===== config.mk =====
export PLATFORM = sky130hd
export DESIGN_NAME = process_scheduler_rr
export DESIGN_NICKNAME = d
export VERILOG_FILES = /design/src/rtl/sched_pkg.sv /design/src/rtl/rr_pick.sv /design/src/rtl/process_scheduler_rr.sv
export SDC_FILE = /design/constraint.sdc
export NUM_CORES = 1
export LEC_CHECK = 0
export CAP_MARGIN = 10
export CELL_PAD_IN_SITES_DETAIL_PLACEMENT = 2
export CELL_PAD_IN_SITES_GLOBAL_PLACEMENT = 2
export CORE_MARGIN = 2
export CORE_UTILIZATION = 40
export CTS_CLUSTER_DIAMETER = 150
export DETAILED_ROUTE_END_ITERATION = 12
export PLACE_DENSITY_LB_ADDON = 0.1
export SLEW_MARGIN = 10
export SYNTH_ARGS = -nofsm -noshare
export SYNTH_HDL_FRONTEND = slang
export SYNTH_SLANG_ARGS = --single-unit

===== constraint.sdc =====
create_clock -name clock -period 30.9 [get_ports clock]
set_input_delay 9.27 -clock clock [delete_from_list [all_inputs] [get_ports clock]]
set_output_delay 9.27 -clock clock [all_outputs]
set_load 0.1 [all_outputs]

===== src/rtl/sched_pkg.sv =====
// Shared encodings for the hardware round-robin process scheduler:
// FSM states, per-slot process states, switch cause codes and the OS PID.
package sched_pkg;

   typedef enum logic [2:0] {
      ST_IDLE   = 3'd0,
      ST_RUN    = 3'd1,
      ST_SAVE   = 3'd2,
      ST_SELECT = 3'd3,
      ST_SWITCH = 3'd4
   } state_e;

   typedef enum logic [1:0] {
      SLOT_FREE    = 2'd0,
      SLOT_READY   = 2'd1,
      SLOT_BLOCKED = 2'd2,
      SLOT_RUNNING = 2'd3
   } slot_e;

   typedef enum logic [1:0] {
      CAUSE_QUANTUM = 2'b00,
      CAUSE_IO      = 2'b01,
      CAUSE_END     = 2'b10,
      CAUSE_INIT    = 2'b11
   } cause_e;

   localparam int unsigned OS_PID = 0;

endpackage


===== src/rtl/rr_pick.sv =====
// Combinational rotating-priority picker: returns the first set bit of mask_i
// scanning upward from start_i and wrapping modulo NPROC.
module rr_pick #(
   parameter int NPROC = 8,
   parameter int PID_W = 3
) (
   input  logic [NPROC-1:0] mask_i,
   input  logic [PID_W-1:0] start_i,
   output logic             found_o,
   output logic [PID_W-1:0] pid_o
);

   localparam int SW = PID_W + 1;

   logic [SW-1:0] idx;

   always_comb begin
      found_o = 1'b0;
      pid_o   = '0;
      idx     = '0;
      for (int k = 0; k < NPROC; k++) begin
         idx = {1'b0, start_i} + SW'(k);
         if (idx >= SW'(NPROC)) begin
            idx = idx - SW'(NPROC);
         end
         if (!found_o && mask_i[idx[PID_W-1:0]]) begin
            found_o = 1'b1;
            pid_o   = idx[PID_W-1:0];
         end
      end
   end

endmodule


===== src/rtl/process_scheduler_rr.sv =====
// Hardware round-robin process scheduler: tracks slot states, counts the
// quantum in retired instructions, saves the preempted PC and dispatches the next PID.
module process_scheduler_rr
   import sched_pkg::*;
#(
   parameter int NPROC   = 8,
   parameter int PID_W   = $clog2(NPROC),
   parameter int QUANTUM = 16,
   parameter int PC_W    = 32
) (
   input  logic             clock,
   input  logic             reset,
   input  logic             enable,
   input  logic             instr_retired,
   input  logic             proc_create,
   input  logic [PID_W-1:0] proc_create_pid,
   input  logic             io_request,
   input  logic             io_done,
   input  logic [PID_W-1:0] io_done_pid,
   input  logic             proc_end,
   input  logic [PC_W-1:0]  pc_current,
   input  logic             ctx_ack,
   output logic             switch_req,
   output logic [1:0]       switch_cause,
   output logic [PID_W-1:0] next_pid,
   output logic [PC_W-1:0]  restore_pc,
   output logic [PID_W-1:0] current_pid,
   output logic             idle,
   output logic [NPROC-1:0] ready_mask
);

   localparam int QW = (QUANTUM > 1) ? $clog2(QUANTUM) : 1;

   state_e           state_q, state_d;
   slot_e            slot_q  [NPROC];
   slot_e            slot_d  [NPROC];
   logic [PC_W-1:0]  pc_q    [NPROC];
   logic [PC_W-1:0]  pc_d    [NPROC];
   logic [QW-1:0]    quant_q, quant_d;
   logic [PID_W-1:0] cur_q, cur_d;
   logic [PID_W-1:0] nxt_q, nxt_d;
   logic [PC_W-1:0]  rpc_q, rpc_d;
   cause_e           cause_q, cause_d;

   logic [NPROC-1:0] ready_vec;
   logic [NPROC-1:0] run_vec;
   logic [PID_W-1:0] pick_start;
   logic             pick_found;
   logic [PID_W-1:0] pick_pid;

   logic run_active;
   logic expiry;
   logic ev_end;
   logic ev_io;
   logic ev_exp_sw;
   logic go_save;

   always_comb begin
      ready_vec = '0;
      run_vec   = '0;
      for (int i = 1; i < NPROC; i++) begin
         ready_vec[i] = (slot_q[i] == SLOT_READY);
         run_vec[i]   = (slot_q[i] == SLOT_RUNNING);
      end
   end

   // The scan begins just after the current PID so the preempted one is found last.
   assign pick_start = (cur_q == PID_W'(NPROC - 1)) ? '0 : cur_q + PID_W'(1);

   rr_pick #(
      .NPROC (NPROC),
      .PID_W (PID_W)
   ) u_pick (
      .mask_i  (ready_vec),
      .start_i (pick_start),
      .found_o (pick_found),
      .pid_o   (pick_pid)
   );

   // Event priority: end beats IO beats expiry; a lone expiry never leaves RUN.
   assign run_active = (state_q == ST_RUN) && enable;
   assign expiry     = run_active && instr_retired && (quant_q == QW'(QUANTUM - 1));
   assign ev_end     = run_active && proc_end;
   assign ev_io      = run_active && io_request && !proc_end;
   assign ev_exp_sw  = expiry && !proc_end && !io_request && (|ready_vec);
   assign go_save    = ev_end || ev_io || ev_exp_sw;

   always_ff @(posedge clock or posedge reset) begin
      if (reset) begin
         state_q <= ST_IDLE;
      end else begin
         state_q <= state_d;
      end
   end

   always_comb begin
      state_d = state_q;
      case (state_q)
         ST_IDLE:   if (enable && (|ready_vec)) state_d = ST_SELECT;
         ST_RUN:    if (go_save) state_d = ST_SAVE;
         ST_SAVE:   state_d = ST_SELECT;
         ST_SELECT: state_d = pick_found ? ST_SWITCH : ST_IDLE;
         ST_SWITCH: if (ctx_ack) state_d = ST_RUN;
         default:   state_d = ST_IDLE;
      endcase
   end

   always_comb begin
      switch_req   = (state_q == ST_SWITCH);
      switch_cause = cause_q;
      next_pid     = nxt_q;
      restore_pc   = rpc_q;
      current_pid  = cur_q;
      ready_mask   = ready_vec;
      idle         = ~(|ready_vec) & ~(|run_vec);
   end

   always_comb begin
      slot_d  = slot_q;
      pc_d    = pc_q;
      quant_d = quant_q;
      cur_d   = cur_q;
      nxt_d   = nxt_q;
      rpc_d   = rpc_q;
      cause_d = cause_q;

      // Host-side updates apply in every state; create is applied last so it wins.
      if (io_done && (io_done_pid != PID_W'(OS_PID)) &&
          (slot_q[io_done_pid] == SLOT_BLOCKED)) begin
         slot_d[io_done_pid] = SLOT_READY;
      end
      if (proc_create && (proc_create_pid != PID_W'(OS_PID)) &&
          (slot_q[proc_create_pid] != SLOT_RUNNING)) begin
         slot_d[proc_create_pid] = SLOT_READY;
         pc_d[proc_create_pid]   = '0;
      end

      case (state_q)
         ST_IDLE: begin
            if (enable && (|ready_vec)) cause_d = CAUSE_INIT;
         end
         ST_RUN: begin
            if (run_active && instr_retired) begin
               quant_d = expiry ? '0 : quant_q + QW'(1);
            end
            if (ev_end)         cause_d = CAUSE_END;
            else if (ev_io)     cause_d = CAUSE_IO;
            else if (ev_exp_sw) cause_d = CAUSE_QUANTUM;
         end
         ST_SAVE: begin
            pc_d[cur_q] = pc_current;
            case (cause_q)
               CAUSE_QUANTUM: slot_d[cur_q] = SLOT_READY;
               CAUSE_IO:      slot_d[cur_q] = SLOT_BLOCKED;
               default:       slot_d[cur_q] = SLOT_FREE;
            endcase
         end
         ST_SELECT: begin
            if (pick_found) begin
               nxt_d = pick_pid;
               rpc_d = pc_q[pick_pid];
            end else begin
               cur_d = '0;
            end
         end
         ST_SWITCH: begin
            if (ctx_ack) begin
               cur_d          = nxt_q;
               quant_d        = '0;
               slot_d[nxt_q]  = SLOT_RUNNING;
            end
         end
         default: ;
      endcase
   end

   always_ff @(posedge clock or posedge reset) begin
      if (reset) begin
         for (int i = 0; i < NPROC; i++) begin
            slot_q[i] <= SLOT_FREE;
            pc_q[i]   <= '0;
         end
         quant_q <= '0;
         cur_q   <= '0;
         nxt_q   <= '0;
         rpc_q   <= '0;
         cause_q <= CAUSE_QUANTUM;
      end else begin
         slot_q  <= slot_d;
         pc_q    <= pc_d;
         quant_q <= quant_d;
         cur_q   <= cur_d;
         nxt_q   <= nxt_d;
         rpc_q   <= rpc_d;
         cause_q <= cause_d;
      end
   end

endmodule


# --- Word level (Yosys, flattened, before mapping) ---
# Cells that the tools add are included.
# W data, S select, Z words.
word_totals:
  out_inout_bits: 50
  ramBits: 0
  n_memories: 0
  in_bits: 47
  romBits: 0
  latchBits: 0
  register_bits: 319
op_classes:
  muxes: 87
  shifts: 0
  n_div: 0
  mul: 0
  magnitude_cmp: 25
  n_bitwise: 25
  reduce_logical: 50
  eq_ne: 29
  n_addsub: 17
ops:
  columns: ["operator", "count"]
  rows:
  - ["$mux W256", 2]
  - ["$and A256 B256 Y256", 1]
  - ["$bwmux W256", 1]
  - ["$not A256 Y256", 1]
  - ["$demux W32 S3", 2]
  - ["$mux W32", 4]
  - ["$bmux W32 S3", 1]
  - ["$mux W3", 23]
  - ["$pmux W16 S2", 2]
  - ["$ge A4 B4 Y1 const B", 12]
  - ["$mux W16", 3]
  - ["$and A8 B8 Y8", 4]
  - ["$lt A3 B4 Y1 const B", 8]
  - ["$not A8 Y8", 4]
  - ["$or A8 B8 Y8", 4]
  - ["$logic_and A1 B1 Y1", 25]
  - ["$bmux W1 S3", 8]
  - ["$demux W2 S3", 4]
  - ["$mux W2", 12]
  - ["$sub A3 B1 Y3 const B", 8]
  - ["$not A3 Y4", 5]
  - ["$add A3 B3 Y4 const B", 4]
  - ["$and A16 B16 Y16", 1]
  - ["$eq A2 B1 Y1 const B", 8]
  - ["34 further kinds", 86]

# --- Longest topological paths before layout ---
depth:
  ltp_word: 32
  depth_mapped: 19

# --- By module ---
# A second synthesis with hierarchy kept.
hier_totals:
  hier_cells: 1483
  hier_area_um2: 15564.9
by_module_without_submodules:
  columns: ["mod", "instances", "area_per_inst_um2", "cells_each", "seq_area_each_um2"]
  rows:
  - ["process_scheduler_rr", 1, 14747.9, 1383, 7932.6]
  - ["rr_pick", 1, 817.0, 100, 0.0]

# --- Least setup slack after synthesis ---
# Ideal clock, no wire load.
synth_path:
  path_kind: "register to output"
  from: "register current_pid[0] (netlist name)"
  to: "output port idle"
  path_stages_with_launch: 11
  required_ns: 21.630
  path_buffers: 0
  arrival_ns: 5.053
  slack_ns: 16.577
  path_cell_list: "dfrtp_1 ha_1 ha_1 and2b_1 clkinv_2 ha_1 xnor2_1 mux4_2 and4b_4 nand4_1 nor2_1"
synth_lines:
  columns: ["item", "line", "rtl"]
  rows:
  - ["end, declared", "process_scheduler_rr.sv:28", "output logic idle,"]

==> impl_metrics.ini <==
[sta]
slew_violations = 0
totalNegativeSetupSlack_ns = 0
final.setup.worst_slack_ns = 16.50
min_period_ns = 14.40
finalCritPeriodShare_pct = 46.6
setup_violations = 0
fin_skew_ns = 0.0212
max_freq_mhz = 69.4
rsz0062_at_grt = no
relSlewSlack_pct = 24.2
finalHoldViolCount = 0
worst_slew_pin_slew_ns = 1.13

[worst_setup_path]
worst_r2r_path_depth = 16
rr_endpoint = restore_pc[23]
start_kind = flip-flop
worst-setup-path-type = reg2out
r2r_start = current_pid[0]
cp-endpoint = idle
worstPathRequired_ns = 21.63
arrival_ns = 5.13
end_kind = primary output
reg2reg_slack_ns = 24.98
worstPathMaxFanout = 10
startpoint = current_pid[0]

[global_route]
grt_pass1_wl_um = 75300
grt_use_total_pct = 25.5
overflow = 0
grt_max_degree = 108
first_global_vias = 11642
antenna_found_initial = 2

[clock_tree]
cts_tree = yes
clkSlewWorstSetupHoldPaths_ns = 0.06
clock_sinks = 319
cts_buffers = 37
cts_buffer_depth = 3
cts_setup_buffers = 0
clk_latency_ns = 0.52
hold_buffers = 0
clockRootBuffer = clkbuf_16
cts_max_level = 2
cts_repair_resize_count = 0

[synthesis]
ys_seq_area_share_pct = 53.4
yosysTopAreaCell = dfrtp_1
yosys_warnings = 0
synth_area_leaders = dfrtp_1 (53%), a22o_1 (13%), mux4_2 (8.3%)
synth_async_sr_flop_share_pct = 100
synth-seq-cells = 319
synth_cell_types = 84
synth_top_area_share_pct = 53.4
syn-cell-area_um2 = 15000
synth_edf_count = 0
syn-num-nets = 1207
avgSynthCellArea_um2 = 13.0
ys.flop_type = dfrtp_1
syn_inst = 1152

[floorplanning]
io_pins = 97
dieWidth_um = 197
dieArea_um2 = 39000
core_area_um2 = 36700
num_rows = 70
initial_utilization_pct = 40.8
die_h_um = 197

[routing]
via_per_inst = 6.24
wl_per_cell_um = 28.4
vias = 10471
drtIter0Drc = 642
drt-total-wl_um = 47500
first_pass_iters = 5
drc = 0
final_antenna_net_count = 0

[pwr]
peakVddDrop_mv = 0.0969
pwr_density_cell_nw_per_um2 = 129
leakagePower_uw = 0.00770

[layout]
antennaDiodeCount = 0
final_nets = 1241
final_common_cell = dfrtp_1
layout-area-overhead-vs-synth_pct = 15.1
final_layout_size_suffix_gt1_share_pct = 17.9
mostFrequentLayoutCells = dfrtp_1 (319), a22o_1 (228), nand2_1 (100)
post-route-util_pct = 46.9

[hold_path]
hold_path.startpoint = restore_pc[4]
worstHoldPathType = reg2reg

[job]
maxCapViolCount = 0

[outcome]
status = finished clean

[placed_design]
dp_hpwl_um = 26600
place_congestion = 0.859
port_buffers = 95
pre_cts_ws_ns = 17.00
-- state kept, by name, indices dropped and copies added (netlist names) --
register and count:
slot_q 16, current_pid 3, pc_q 256, state_q 3, switch_cause 2, quant_q 4
next_pid 3, restore_pc 32
-- metrics by stage --
| stage | area [um2] | total power [uW] | hold WS, ns | std cells |
|---|---|---|---|---|
| 2_1_floorplan | 15000 | 1600 | 0.451 | 1152 |
| 3_3_place_gp | 16100 | 1800 | 0.448 | 1615 |
| 3_5_place_dp | 16100 | 1810 | 0.457 | 1615 |
| 4_1_cts | 17200 | 2240 | 0.470 | 1677 |
| 5_1_grt | 17200 | 2350 | 0.493 | 1677 |
| 6_report | 17200 | 2220 | 0.464 | 1677 |
-- cell families (layout without fill, tap and decap cells) --
family                   after synthesis  after routing  synth area share, %
AO/OA/AOI/OAI                        366            366                 19.7
flip-flops                           319            319                 53.4
AND/OR/NAND/NOR                      206            206                 6.91
buffers and inverters                135            192                 4.95
multiplexers                         115            115                 14.2
adder cells (fa/ha/maj)                8              8                0.669
XOR/XNOR                               2              2                0.117
other                                  1              1               0.0251
-- synthesized netlist by cell type (13+ instances only) --
cell type    n
nor2_1      29
a21oi_1     14
o21ai_0     33
dfrtp_1    319
buf_1       33
clkbuf_1    61
a22o_1     228
mux2_2      36
a22oi_1     32
nand2_1    102
mux4_2      55
mux4_1      13
-- how the worst min path moves through the flow --
stage	cells past startpoint	end
floorplan	1	quant_q[3]
global placement	2	restore_pc[5]
detailed placement	2	restore_pc[4]
CTS	2	restore_pc[4]
global route	2	restore_pc[4]
finish	2	restore_pc[4]
-- per-layer routing --
| metal | track usage, % | vias up | share of wire [%] |
|---|---|---|---|
| met5 | 0 | - | 0.025 |
| met4 | 4.43 | 2 | 1.2 |
| met3 | 3.76 | 46 | 4.6 |
| met2 | 41.6 | 248 | 49 |
| met1 | 36.7 | 5710 | 46 |
| li1 | - | 4465 | - |
-- critical path, stage by stage (launching register included) --
cell and delay [ns]:
dfrtp_1 0.50, ha_1 0.26, ha_1 0.27, and2b_1 0.35
clkinv_2 0.19, ha_1 0.25, xnor2_1 0.23, mux4_2 0.57
and4b_4 0.39, nand4_1 0.26, nor2_1 0.18, clkdlybuf4s50_1 1.15
-- report_power, final --
part | total (uW) | internal, uW | switching [uW] | leakage, uW
clock | 421 | 244 | 177 | 0.000555
combinational | 1200 | 507 | 693 | 0.00286
sequential | 599 | 524 | 75.0 | 0.00428
-- layout make-up --
| class | instances | area, um2 |
|---|---|---|
| inverters | 14 | 63.8 |
| clock inverters | 10 | 93.8 |
| fillers | 3502 | 19500 |
| well taps | 468 | 586 |
| repair buffers | 116 | 1110 |
| multi-input cells | 698 | 6340 |
| flip-flops and latches | 319 | 7980 |
| clock buffers | 52 | 1040 |
No activity file was read; power rests on OpenSTA's default activity.
